`src/rtl/cache_mem_arbiter_if.sv`:
```
// ============================================================================
// Module   : cache_mem_arbiter_if
// Brief    : I-cache / D-cache miss ports and cacheline-adaptor port bundle.
// Revision : 1.0 - initial release
// ============================================================================
`timescale 1ns/1ps
`default_nettype none

interface cache_mem_arbiter_if #(
    parameter int LINE_W = 256,
    parameter int ADDR_W = 32
);
    logic [ADDR_W-1:0] i_addr_i;
    logic              i_read_i;
    logic [LINE_W-1:0] i_line_o;
    logic              i_resp_o;

    logic [ADDR_W-1:0] d_addr_i;
    logic              d_read_i;
    logic              d_write_i;
    logic [LINE_W-1:0] d_line_i;
    logic [LINE_W-1:0] d_line_o;
    logic              d_resp_o;

    logic [ADDR_W-1:0] mem_addr_o;
    logic              mem_read_o;
    logic              mem_write_o;
    logic [LINE_W-1:0] mem_line_o;
    logic [LINE_W-1:0] mem_line_i;
    logic              mem_resp_i;

    // Arbiter view
    modport master (
        input  i_addr_i, i_read_i, d_addr_i, d_read_i, d_write_i, d_line_i,
               mem_line_i, mem_resp_i,
        output i_line_o, i_resp_o, d_line_o, d_resp_o,
               mem_addr_o, mem_read_o, mem_write_o, mem_line_o
    );

    // Cache / adaptor view
    modport slave (
        output i_addr_i, i_read_i, d_addr_i, d_read_i, d_write_i, d_line_i,
               mem_line_i, mem_resp_i,
        input  i_line_o, i_resp_o, d_line_o, d_resp_o,
               mem_addr_o, mem_read_o, mem_write_o, mem_line_o
    );
endinterface

`default_nettype wire

```
`src/rtl/cache_mem_arbiter.sv`:
```
// ============================================================================
// Module   : cache_mem_arbiter
// Brief    : Round-robin arbiter sharing one cacheline adaptor between the
//            I-cache and D-cache. Optional macro ARB_PERF_CNT_EN adds grant
//            and contention counters.
// Revision : 1.0 - initial release
// ============================================================================
`timescale 1ns/1ps
`default_nettype none

module cache_mem_arbiter #(
    parameter int LINE_W = 256,
    parameter int ADDR_W = 32
) (
    input  logic                 clk,
    input  logic                 rst,
`ifdef ARB_PERF_CNT_EN
    output logic [31:0]          i_grant_cnt_o,
    output logic [31:0]          d_grant_cnt_o,
    output logic [31:0]          contend_cnt_o,
`endif
    cache_mem_arbiter_if.master  bus
);

    typedef enum logic [1:0] {
        S_IDLE    = 2'd0,
        S_SERVE_I = 2'd1,
        S_SERVE_D = 2'd2,
        S_RECOVER = 2'd3
    } state_t;

    state_t            r_state;
    logic              r_last_d;
    logic [ADDR_W-1:0] r_addr;
    logic [LINE_W-1:0] r_line;
    logic              r_mem_read;
    logic              r_mem_write;

    logic w_i_req;
    logic w_d_req;
    logic w_grant_i;
    logic w_grant_d;
    logic w_busy;

    assign w_i_req   = bus.i_read_i;
    assign w_d_req   = bus.d_read_i | bus.d_write_i;
    // On a tie, the side that did not win last time gets the line
    assign w_grant_i = (r_state == S_IDLE) & w_i_req & (~w_d_req | r_last_d);
    assign w_grant_d = (r_state == S_IDLE) & w_d_req & (~w_i_req | ~r_last_d);
    assign w_busy    = r_mem_read | r_mem_write;

    always_ff @(posedge clk) begin
        if (rst) begin
            r_state     <= S_IDLE;
            r_last_d    <= 1'b1;
            r_addr      <= '0;
            r_line      <= '0;
            r_mem_read  <= 1'b0;
            r_mem_write <= 1'b0;
        end else begin
            case (r_state)
                S_IDLE: begin
                    if (w_grant_i) begin
                        r_state     <= S_SERVE_I;
                        r_last_d    <= 1'b0;
                        r_addr      <= bus.i_addr_i;
                        r_line      <= '0;
                        r_mem_read  <= 1'b1;
                        r_mem_write <= 1'b0;
                    end else if (w_grant_d) begin
                        r_state     <= S_SERVE_D;
                        r_last_d    <= 1'b1;
                        r_addr      <= bus.d_addr_i;
                        r_line      <= bus.d_write_i ? bus.d_line_i : '0;
                        r_mem_read  <= ~bus.d_write_i;
                        r_mem_write <= bus.d_write_i;
                    end
                end
                S_SERVE_I, S_SERVE_D: begin
                    if (bus.mem_resp_i) begin
                        r_state     <= S_RECOVER;
                        r_mem_read  <= 1'b0;
                        r_mem_write <= 1'b0;
                    end
                end
                S_RECOVER: begin
                    r_state <= S_IDLE;
                end
                default: begin
                    r_state <= S_IDLE;
                end
            endcase
        end
    end

    // Adaptor side only sees latched values while a transaction is open
    assign bus.mem_addr_o  = w_busy ? r_addr : '0;
    assign bus.mem_read_o  = r_mem_read;
    assign bus.mem_write_o = r_mem_write;
    assign bus.mem_line_o  = r_mem_write ? r_line : '0;

    always_comb begin
        bus.i_resp_o = 1'b0;
        bus.i_line_o = '0;
        bus.d_resp_o = 1'b0;
        bus.d_line_o = '0;
        if (bus.mem_resp_i) begin
            if (r_state == S_SERVE_I) begin
                bus.i_resp_o = 1'b1;
                bus.i_line_o = bus.mem_line_i;
            end else if (r_state == S_SERVE_D) begin
                bus.d_resp_o = 1'b1;
                bus.d_line_o = bus.mem_line_i;
            end
        end
    end

`ifdef ARB_PERF_CNT_EN
    logic [31:0] r_i_grant_cnt;
    logic [31:0] r_d_grant_cnt;
    logic [31:0] r_contend_cnt;

    always_ff @(posedge clk) begin
        if (rst) begin
            r_i_grant_cnt <= '0;
            r_d_grant_cnt <= '0;
            r_contend_cnt <= '0;
        end else begin
            if (w_grant_i) begin
                r_i_grant_cnt <= r_i_grant_cnt + 32'd1;
            end
            if (w_grant_d) begin
                r_d_grant_cnt <= r_d_grant_cnt + 32'd1;
            end
            if ((r_state == S_IDLE) && w_i_req && w_d_req) begin
                r_contend_cnt <= r_contend_cnt + 32'd1;
            end
        end
    end

    assign i_grant_cnt_o = r_i_grant_cnt;
    assign d_grant_cnt_o = r_d_grant_cnt;
    assign contend_cnt_o = r_contend_cnt;
`endif

endmodule

`default_nettype wire
```
`src/flat_wrapper.sv`:
```
// flat-port wrapper written by rule: the top's interface ports become plain ports
module cache_mem_arbiter_flat 
#(
    parameter int LINE_W = 256,
    parameter int ADDR_W = 32
)
  (clk, rst, bus_i_addr_i, bus_i_read_i, bus_d_addr_i, bus_d_read_i, bus_d_write_i, bus_d_line_i, bus_mem_line_i, bus_mem_resp_i, bus_i_line_o, bus_i_resp_o, bus_d_line_o, bus_d_resp_o, bus_mem_addr_o, bus_mem_read_o, bus_mem_write_o, bus_mem_line_o);
  cache_mem_arbiter_if #(.LINE_W(LINE_W), .ADDR_W(ADDR_W)) bus_i ();
  input  logic clk;
  input  logic rst;
  input wire logic [$bits(bus_i.i_addr_i)-1:0] bus_i_addr_i;
  input wire logic [$bits(bus_i.i_read_i)-1:0] bus_i_read_i;
  input wire logic [$bits(bus_i.d_addr_i)-1:0] bus_d_addr_i;
  input wire logic [$bits(bus_i.d_read_i)-1:0] bus_d_read_i;
  input wire logic [$bits(bus_i.d_write_i)-1:0] bus_d_write_i;
  input wire logic [$bits(bus_i.d_line_i)-1:0] bus_d_line_i;
  input wire logic [$bits(bus_i.mem_line_i)-1:0] bus_mem_line_i;
  input wire logic [$bits(bus_i.mem_resp_i)-1:0] bus_mem_resp_i;
  output wire logic [$bits(bus_i.i_line_o)-1:0] bus_i_line_o;
  output wire logic [$bits(bus_i.i_resp_o)-1:0] bus_i_resp_o;
  output wire logic [$bits(bus_i.d_line_o)-1:0] bus_d_line_o;
  output wire logic [$bits(bus_i.d_resp_o)-1:0] bus_d_resp_o;
  output wire logic [$bits(bus_i.mem_addr_o)-1:0] bus_mem_addr_o;
  output wire logic [$bits(bus_i.mem_read_o)-1:0] bus_mem_read_o;
  output wire logic [$bits(bus_i.mem_write_o)-1:0] bus_mem_write_o;
  output wire logic [$bits(bus_i.mem_line_o)-1:0] bus_mem_line_o;
  assign bus_i.i_addr_i = bus_i_addr_i;
  assign bus_i.i_read_i = bus_i_read_i;
  assign bus_i.d_addr_i = bus_d_addr_i;
  assign bus_i.d_read_i = bus_d_read_i;
  assign bus_i.d_write_i = bus_d_write_i;
  assign bus_i.d_line_i = bus_d_line_i;
  assign bus_i.mem_line_i = bus_mem_line_i;
  assign bus_i.mem_resp_i = bus_mem_resp_i;
  assign bus_i_line_o = bus_i.i_line_o;
  assign bus_i_resp_o = bus_i.i_resp_o;
  assign bus_d_line_o = bus_i.d_line_o;
  assign bus_d_resp_o = bus_i.d_resp_o;
  assign bus_mem_addr_o = bus_i.mem_addr_o;
  assign bus_mem_read_o = bus_i.mem_read_o;
  assign bus_mem_write_o = bus_i.mem_write_o;
  assign bus_mem_line_o = bus_i.mem_line_o;
  cache_mem_arbiter #(.LINE_W(LINE_W), .ADDR_W(ADDR_W)) u_core (.clk(clk), .rst(rst), .bus(bus_i));
endmodule
```
`config.mk`:
```
export PLATFORM = sky130hd
export DESIGN_NAME = cache_mem_arbiter_flat
export DESIGN_NICKNAME = d
export VERILOG_FILES = /design/src/rtl/cache_mem_arbiter_if.sv /design/src/rtl/cache_mem_arbiter.sv /design/src/flat_wrapper.sv
export SDC_FILE = /design/constraint.sdc
export NUM_CORES = 1
export LEC_CHECK = 0
export CORE_AREA = 8 8 530 532
export DETAILED_ROUTE_END_ITERATION = 16
export DIE_AREA = 0 0 538 540
export GPL_ROUTABILITY_DRIVEN = 0
export PLACE_DENSITY = 0.3
export REMOVE_ABC_BUFFERS = 1
export SKIP_LAST_GASP = 1
export SLEW_MARGIN = 20
export SYNTH_ARGS = -nofsm -noshare
export SYNTH_HDL_FRONTEND = slang
export SYNTH_SLANG_ARGS = --single-unit
```
`constraint.sdc`:
```
create_clock -name clk -period 1.7 [get_ports clk]
set_clock_uncertainty 0.1 [all_clocks]
set_input_delay 0.17 -clock clk [delete_from_list [all_inputs] [get_ports clk]]
set_output_delay 0.17 -clock clk [all_outputs]
set_load 0.02 [all_outputs]
```
# == After elaboration in Yosys (flattened, before gate mapping) ==
# Index checks and enable logic that the tools add are counted.
# word_totals
register_bits,293
in_bits,582
out_inout_bits,804
elab_cells,60
# classes
n_eq_ne,5
n_mux,30
bitwise,12
reduce_logical,7
# op_table
op,n
two-way mux 256 bit,9
two-way mux 32 bit,3
two-way mux 1 bit,12
two-way mux 2 bit,3
case mux 2 bit (3 select lines),1
bitwise AND 1 bit,4
"equality test 2 bit, second input constant",2
inverter 1 bit,4
OR 1 bit,4
case mux 1 bit (2 select lines),2
AND reduction 2 bit,2
nonzero test 2 bit,2
"!= test 3 x 1 -> 1 bit, second input constant",1
AND reduction 3 bit,1
"equality test 2 x 1 -> 1 bit, second input constant",1
zero test 2 bit,1
"!= test 2 bit, second input constant",1
OR reduction 2 bit,1

# == Depth between registers and ports, before layout ==
# Gate-level depths: netlist of the first run.
# logic_depth
word_depth,6
mapped_depth,9
mapped_depth_nobuf,6

# == Worst setup path after synthesis of the first run ==
# Ideal clock, no wire load.
# synth_timing
kind,flip-flop to output port
startpoint,register u_core.r_state[0]
endpoint,output port bus_d_line_o[100]
arrival_time_ns,1.580
required_ns,1.430
path_slack_ns,-0.150
stages_incl_launch_ff,8
n_path_buf,2
cell_sequence,dfxtp_1 > inv_1 > ha_1 > and2_1 > nor2b_1 > buf_2 > buf_2 > and2_1
# synth_via
elab_chain_cells,4
elab_cells_between_ends,5
cone_classes,eq/ne (2); mux (3)
# synth_rtl
item,line,rtl
from (decl),cache_mem_arbiter.sv:32,state_t r_state;
from (signal assigned),cache_mem_arbiter.sv:54,r_state <= S_IDLE;
from (signal assigned),cache_mem_arbiter.sv:64,r_state <= S_SERVE_I;
from (signal assigned),cache_mem_arbiter.sv:71,r_state <= S_SERVE_D;
equality test 2 bit,cache_mem_arbiter.sv:111,end else if (r_state == S_SERVE_D) begin
two-way mux 256 bit,cache_mem_arbiter.sv:111,
two-way mux 256 bit *,cache_mem_arbiter.sv:108,if (r_state == S_SERVE_I) begin
two-way mux 256 bit *,cache_mem_arbiter.sv:107,if (bus.mem_resp_i) begin
to (decl),flat_wrapper.sv:21,output wire logic [$bits(bus_i.d_line_o)-1:0] bus_d_line_o;
# Every way passes the cells marked *; elsewhere a longest branch is shown, timed or not.

# == Worst setup path in the final report of the first run ==
# layout_timing
startpoint,register u_core.r_state[0]
endpoint,output port bus_d_line_o[80]
# The elaborated chain is that of the path after synthesis.

==> flow_summary.toml, run 1 <==
[routing]
drc = 0
ant_nets = 0
avgRoutedWirePerCell_microns = 29.20
vias = 23620
vias_per_cell = 3.107
routed_wirelength_microns = 222000
dr.pass1.iters = 5
drt_iter0_markers = 1073

[synth]
synth_area_sq_mm = 0.01650
yosys_warnings = 0
yosysTopAreaCellShare_pct = 35.56
synthTopCellsByArea = "dfxtp_1 (36%), and2_1 (20%), and3_1 (9.7%)"
ys_seq_area_share_pct = 35.56
avgSynthCellArea_sq_um = 7.358
ys_async_sr_fraction_pct = 0
synth_edf_count = 0
ys_ff_latch = 293
yosys_most_used_dff = "dfxtp_1"
yosysTopAreaCell = "dfxtp_1"
yosysUniqueCellTypes = 30
syn-instance-count = 2242

[worst_setup_path]
cp.arrival_ns = 2.39
crit_type = "register to output port"
worstPathMaxFanout = 6
crit_path_end_kind = "output port"
crit_required_ns = 1.43
critPathLaunchType = "register"

[sta]
worst-slew-pin-transition_ns = 0.6239
max_freq_mhz = 375.3
finalSetupViolCount = 1096
slew_headroom_pct = 58.41
fin_crit_ns = 2.664
rsz0062_at_grt = "true"
finalMaxSlewViolations = 0
finalHoldViolCount = 0
worst_slack_ns = -0.9645
period_share_pct = 156.7
fin_hold_ws_ns = 0.06946

[cts]
root_buffer = "clkbuf_16"
h-tree-depth = 2
clk_path_buf_depth = 3
clock-sinks = 293
clk_latency_ns = 0.60
cts_made_buffers = 42
cts_tree = "yes"
clk_pin_slew_ns = 0.06

[die]
die_area_sq_mm = 0.2905
dieHeight_microns = 540
start_util_pct = 6.056
ios = 1386
row_count = 192
die_w_microns = 538
core_sq_mm = 0.2724

[global_routing]
grt_overflow = 0
grt_max_degree = 72
track_usage_pct = 14.22
grt_pass1_vias = 24500
grt_first_pass_wirelength_microns = 271400
grt_antenna_before_repair = 148

[power]
leakagePower_nw = 17.70
power_density_mw_per_mm2 = 1038
vdd_drop_max_mv = 0.6295

[layout]
drive_gt1_share_pct = 29.23
fin_nets = 4548
area_growth_pct = 160.8
nFillCells = 30960

[outcome]
status = "complete, but fails checks"
violations = "negative setup slack"

[place]
dp_slack_ns = -0.7826
io_buffers = 1385
dp_hpwl_microns = 196000

[worst_hold_path]
hp-class = "primary input to register"

[run]
drv_cap = 0
critical path, stage by stage (launching register included):
cell and delay (ns):
dfxtp_2 0.34, inv_2 0.05, ha_4 0.17, and2_4 0.16, nor2b_4 0.13, buf_4 0.14
buf_12 0.13, buf_4 0.13, buf_8 0.12, and2_1 0.15, clkdlybuf4s15_2 0.25
placed cells by master (no fill, tap or decap), types with 88 or more instances in the layout:
master | Yosys | routed
and3_1 | 256 | 250
dfxtp_1 | 293 | 290
nand2_1 | 258 | 258
buf_12 | 0 | 326
nand3_1 | 258 | 258
a21oi_1 | 289 | 289
dlygate4sd2_1 | 0 | 104
buf_4 | 20 | 454
and2_4 | 0 | 88
clkdlybuf4s50_1 | 0 | 672
dlygate4sd3_1 | 0 | 159
and2_1 | 516 | 417
what timing repair did:
| item | 4_1_cts | 5_1_grt |
|---|---|---|
| hold endpoints to repair | 161 | 0 |
| hold buffers | 159 | 0 |
| buffers inserted | 5 | 34 |
| setup endpoints to repair | 1095 | 1096 |
| gates resized for setup | 479 | 553 |
| cloned | 5 | 13 |
| pin swaps | 2 | 2 |
stage by stage:
step	power, W	cells	util (%)	setup TNS, ns	instance area, sq um
finish	0.04467	7602	15.80	-711.52	43030
global route	0.04724	7596	15.79	-837.80	43020
CTS	0.04431	7536	15.54	-842.99	42330
detailed placement	0.03435	7291	14.36	-406.21	39110
global placement	0.03436	7291	14.36	-404.08	39110
floorplan	0.01612	1998	-	-4256.24	15350
where the power goes:
group	leakage, nW	total, W	switching [W]	internal, W
clock	0.676	0.00900	0.00380	0.00520
combinational	14.6	0.0270	0.0147	0.0124
sequential	2.39	0.00865	0.000590	0.00806
total	17.7	0.0447	0.0190	0.0256
flip-flops by register name (all words and copies together), names as in the netlist:
signal                  flops
u_core.r_last_d             1
u_core.r_addr              32
u_core.bus.mem_read_o       1
u_core.r_state              2
u_core.r_line             256
u_core.bus.mem_write_o      1
routing by layer:
metal	track usage [%]	up-vias	wire (microns)
met5	0	-	98
met4	3.564	16	6615
met3	5.582	321	21310
met2	28.55	1203	122300
met1	13.19	11130	71630
li1	-	10950	-
cell families after synthesis:
group,Yosys count,share of synthesized area (%)
compound gates,337,10.66
fa+ha+maj,5,0.3792
buf+inv,249,7.076
flops,293,35.56
mux,32,1.942
simple gates,1326,44.38
cell usage after synthesis, drive strengths merged (32+ instances only):
master / number
and3: 256
dfxtp: 293
buf: 118
and2: 516
mux2i: 32
nor2b: 33
nand3: 258
o21ai: 36
clkbuf: 126
nand2: 258
a21oi: 289
final timing paths:
path / from / to / slack, ns / cells past startpoint
hold reg to reg: u_core.r_line[20]$_SDFFE_PP0P_ / u_core.r_line[20]$_SDFFE_PP0P_ / 0.35 / 2
hold / removal: bus_d_line_i[8] / u_core.r_line[8]$_SDFFE_PP0P_ / 0.07 / 3
setup / recovery: u_core.r_state[0]$_SDFFE_PP0P_ / bus_d_line_o[80] / -0.96 / 10
setup reg to reg: u_core.r_state[0]$_SDFFE_PP0P_ / u_core.r_line[158]$_SDFFE_PP0P_ / -0.64 / 12
final cells by class:
class	count	area [sq um]	share of cell area, %
flip-flops and latches	293	5874	13.65
inverters	5	21.27	0.04943
diodes	20	50.05	0.1163
repair buffers	1919	21470	49.89
well taps	3589	4491	10.44
multi-input cells	1700	9754	22.67
clock buffers	64	1234	2.867
clock inverters	12	137.6	0.3199
(Power assumes the default switching activity.)
==> run 2: changes to the inputs <==
Settings changed: CTS_BUF_LIST set to sky130_fd_sc_hd__clkbuf_8 sky130_fd_sc_hd__clkbuf_16, REMOVE_ABC_BUFFERS 1 to unset.
==> run 2 against run 1 <==
- the flow still finishes with violations (negative setup slack)
- clock power grew 2.9%
- core utilization grew 0.23 points
- first-iteration DRC count grew 4.5%
- design area grew 1.4%
- global-route usage grew 1.2 points
- sequential power grew 1%
- via count grew 0.64%
- combinational power grew 3%
- critical endpoint is now bus_d_line_o[73]
- largest cell class unchanged
- highest routed layer unchanged
==> flow_summary.toml, run 2 (synthesis gave the netlist of run 1 again) <==
[worst_setup_path]
slowest_delay_ns = 0.33
crit_top_cell = "buf_4"
path_cells = "inv_2 -> ha_4 -> and2_4 -> nor2b_4 -> buf_12 -> buf_16 -> buf_4 -> and2_2 -> buf_4"
critPathLaunchType = "register"
crit_path_end_kind = "output port"
crit_type = "register to output port"
worstPathMaxFanout = 11
crit_required_ns = 1.43
cp.arrival_ns = 2.41
rr_worst_depth = 11
critPathSlowestCell = "dfxtp_2"

[routing]
dr.pass1.iters = 5
avgRoutedWirePerCell_microns = 31.69
drt_iter0_markers = 1121
ant_nets = 0
vias = 23770
vias_per_cell = 3.163
routed_wirelength_microns = 238100
drc = 0

[sta]
max_freq_mhz = 372.6
finalHoldViolCount = 0
worst-slew-pin-transition_ns = 0.6377
fin_crit_ns = 2.684
finalMaxSlewViolations = 0
rsz0062_at_grt = "true"
finalSetupViolCount = 1095
slew_headroom_pct = 57.49
fin_hold_ws_ns = 0.06350
period_share_pct = 157.9
worst_slack_ns = -0.9839

[worst_hold_path]
hold_depth = 3
hp-class = "primary input to register"

[place]
io_buffers = 1385
dp_hpwl_microns = 207200
dp.cells = 7229
dp_slack_ns = -0.8468

[power]
vdd_drop_max_mv = 0.8012
leakagePower_nw = 17.99
power_density_mw_per_mm2 = 1048
power.total_w = 0.04574

[die]
die_w_microns = 538
dieHeight_microns = 540
die_area_sq_mm = 0.2905
start_util_pct = 6.056
row_count = 192
ios = 1386
core_sq_mm = 0.2724

[layout]
area_growth_pct = 164.6
largest_reg_flops = 256
final_cell_mix = "clkdlybuf4s50_1 (707), buf_12 (411), buf_4 (322)"
drive_gt1_share_pct = 32.71
fin_nets = 4452
fin_cells = 7515
reg_top3 = "u_core.r_line: 256 flops, u_core.r_addr: 32 flops, u_core.r_state: 2 flops"
final_common_cell = "clkdlybuf4s50_1"
regMostFlops = "u_core.r_line"

[run]
drv_cap = 0

[global_routing]
grt_max_degree = 100
grt_pass1_vias = 24010
grt_overflow = 0
grt_antenna_before_repair = 179
track_usage_pct = 15.39
grt_first_pass_wirelength_microns = 291100

[cts]
clk_path_buf_depth = 3
clk_pin_slew_ns = 0.08
clk_latency_ns = 0.62
root_buffer = "clkbuf_16"
h-tree-depth = 2
cts_tree = "yes"
clock-sinks = 293
cts_made_buffers = 43

[outcome]
violations = "negative setup slack"
status = "complete, but fails checks"

[synth]
syn-num-nets = 2829
==> run 2: cell count changes in the layout (fill, tap and decap cells not counted), sizes merged, moves of 9 or more <==
cell,delta
clkdlybuf4s15,-19
dlymetal6s2s,+36
diode,+11
clkdlybuf4s50,+35
dlygate4sd3,-35
inv,+9
clkbuf,-24
dlygate4sd2,-101
==> run 2: worst max-delay path: cells and delay by family (launching register included) <==
family / cells / cell delay (ns)
buffers and inverters: 5 / 0.77
adders and majority gates: 1 / 0.12
DFF: 1 / 0.33
and+or+nand+nor: 3 / 0.53
==> run 2: worst paths after layout <==
check / start / to / slack, ns
min reg2reg: u_core.r_line[47]$_SDFFE_PP0P_ / u_core.r_line[47]$_SDFFE_PP0P_ / 0.35
min: bus_d_line_i[21] / u_core.r_line[21]$_SDFFE_PP0P_ / 0.06
max: u_core.r_state[0]$_SDFFE_PP0P_ / bus_d_line_o[73] / -0.98
max reg2reg: u_core.r_state[0]$_SDFFE_PP0P_ / u_core.r_line[118]$_SDFFE_PP0P_ / -0.66
==> run 2: area by class of cell <==
cell class                 count  area (sq um)
sequential                   293          5872
multi-input combinational   1700          9962
fill                       30790        228800
clock inverter                23         178.9
timing repair buffer        1822         21830
antenna                       31         77.57
clock buffer                  52          1222
inverter                       5         18.77
tap                         3589          4491
==> run 2: through the flow <==
stage | area [sq um] | TNS, ns | utilization [%]
6_report | 43650 | -745.70 | 16.02
5_1_grt | 43590 | -909.66 | 16.00
4_1_cts | 43270 | -912.96 | 15.88
3_5_place_dp | 39980 | -429.82 | 14.68
3_3_place_gp | 39980 | -423.95 | 14.68
2_1_floorplan | 16870 | -10.42 | -
==> run 2: power by group <==
part	total [W]	switching (W)	internal (W)
clock network	0.00926	0.00387	0.00539
registers	0.00876	0.000701	0.00806
logic	0.0277	0.0152	0.0125
total	0.0457	0.0198	0.0260
==> run 2: layer usage <==
metal / GRT usage, % / part of all wire, %
met3: 7.684 / 12
met2: 25.40 / 45
met5: 0 / 0.090
met1: 18.51 / 41
met4: 1.749 / 1.7
==> run 2: repair_timing <==
action | 4_1_cts | 5_1_grt
hold endpoints to repair | 139 | 0
endpoints found under the setup margin | 1095 | 1096
hold buffers | 124 | 0
pin swaps | 0 | 4
buffers inserted | 16 | 15
cloned | 15 | 12
gates resized for setup | 548 | 352
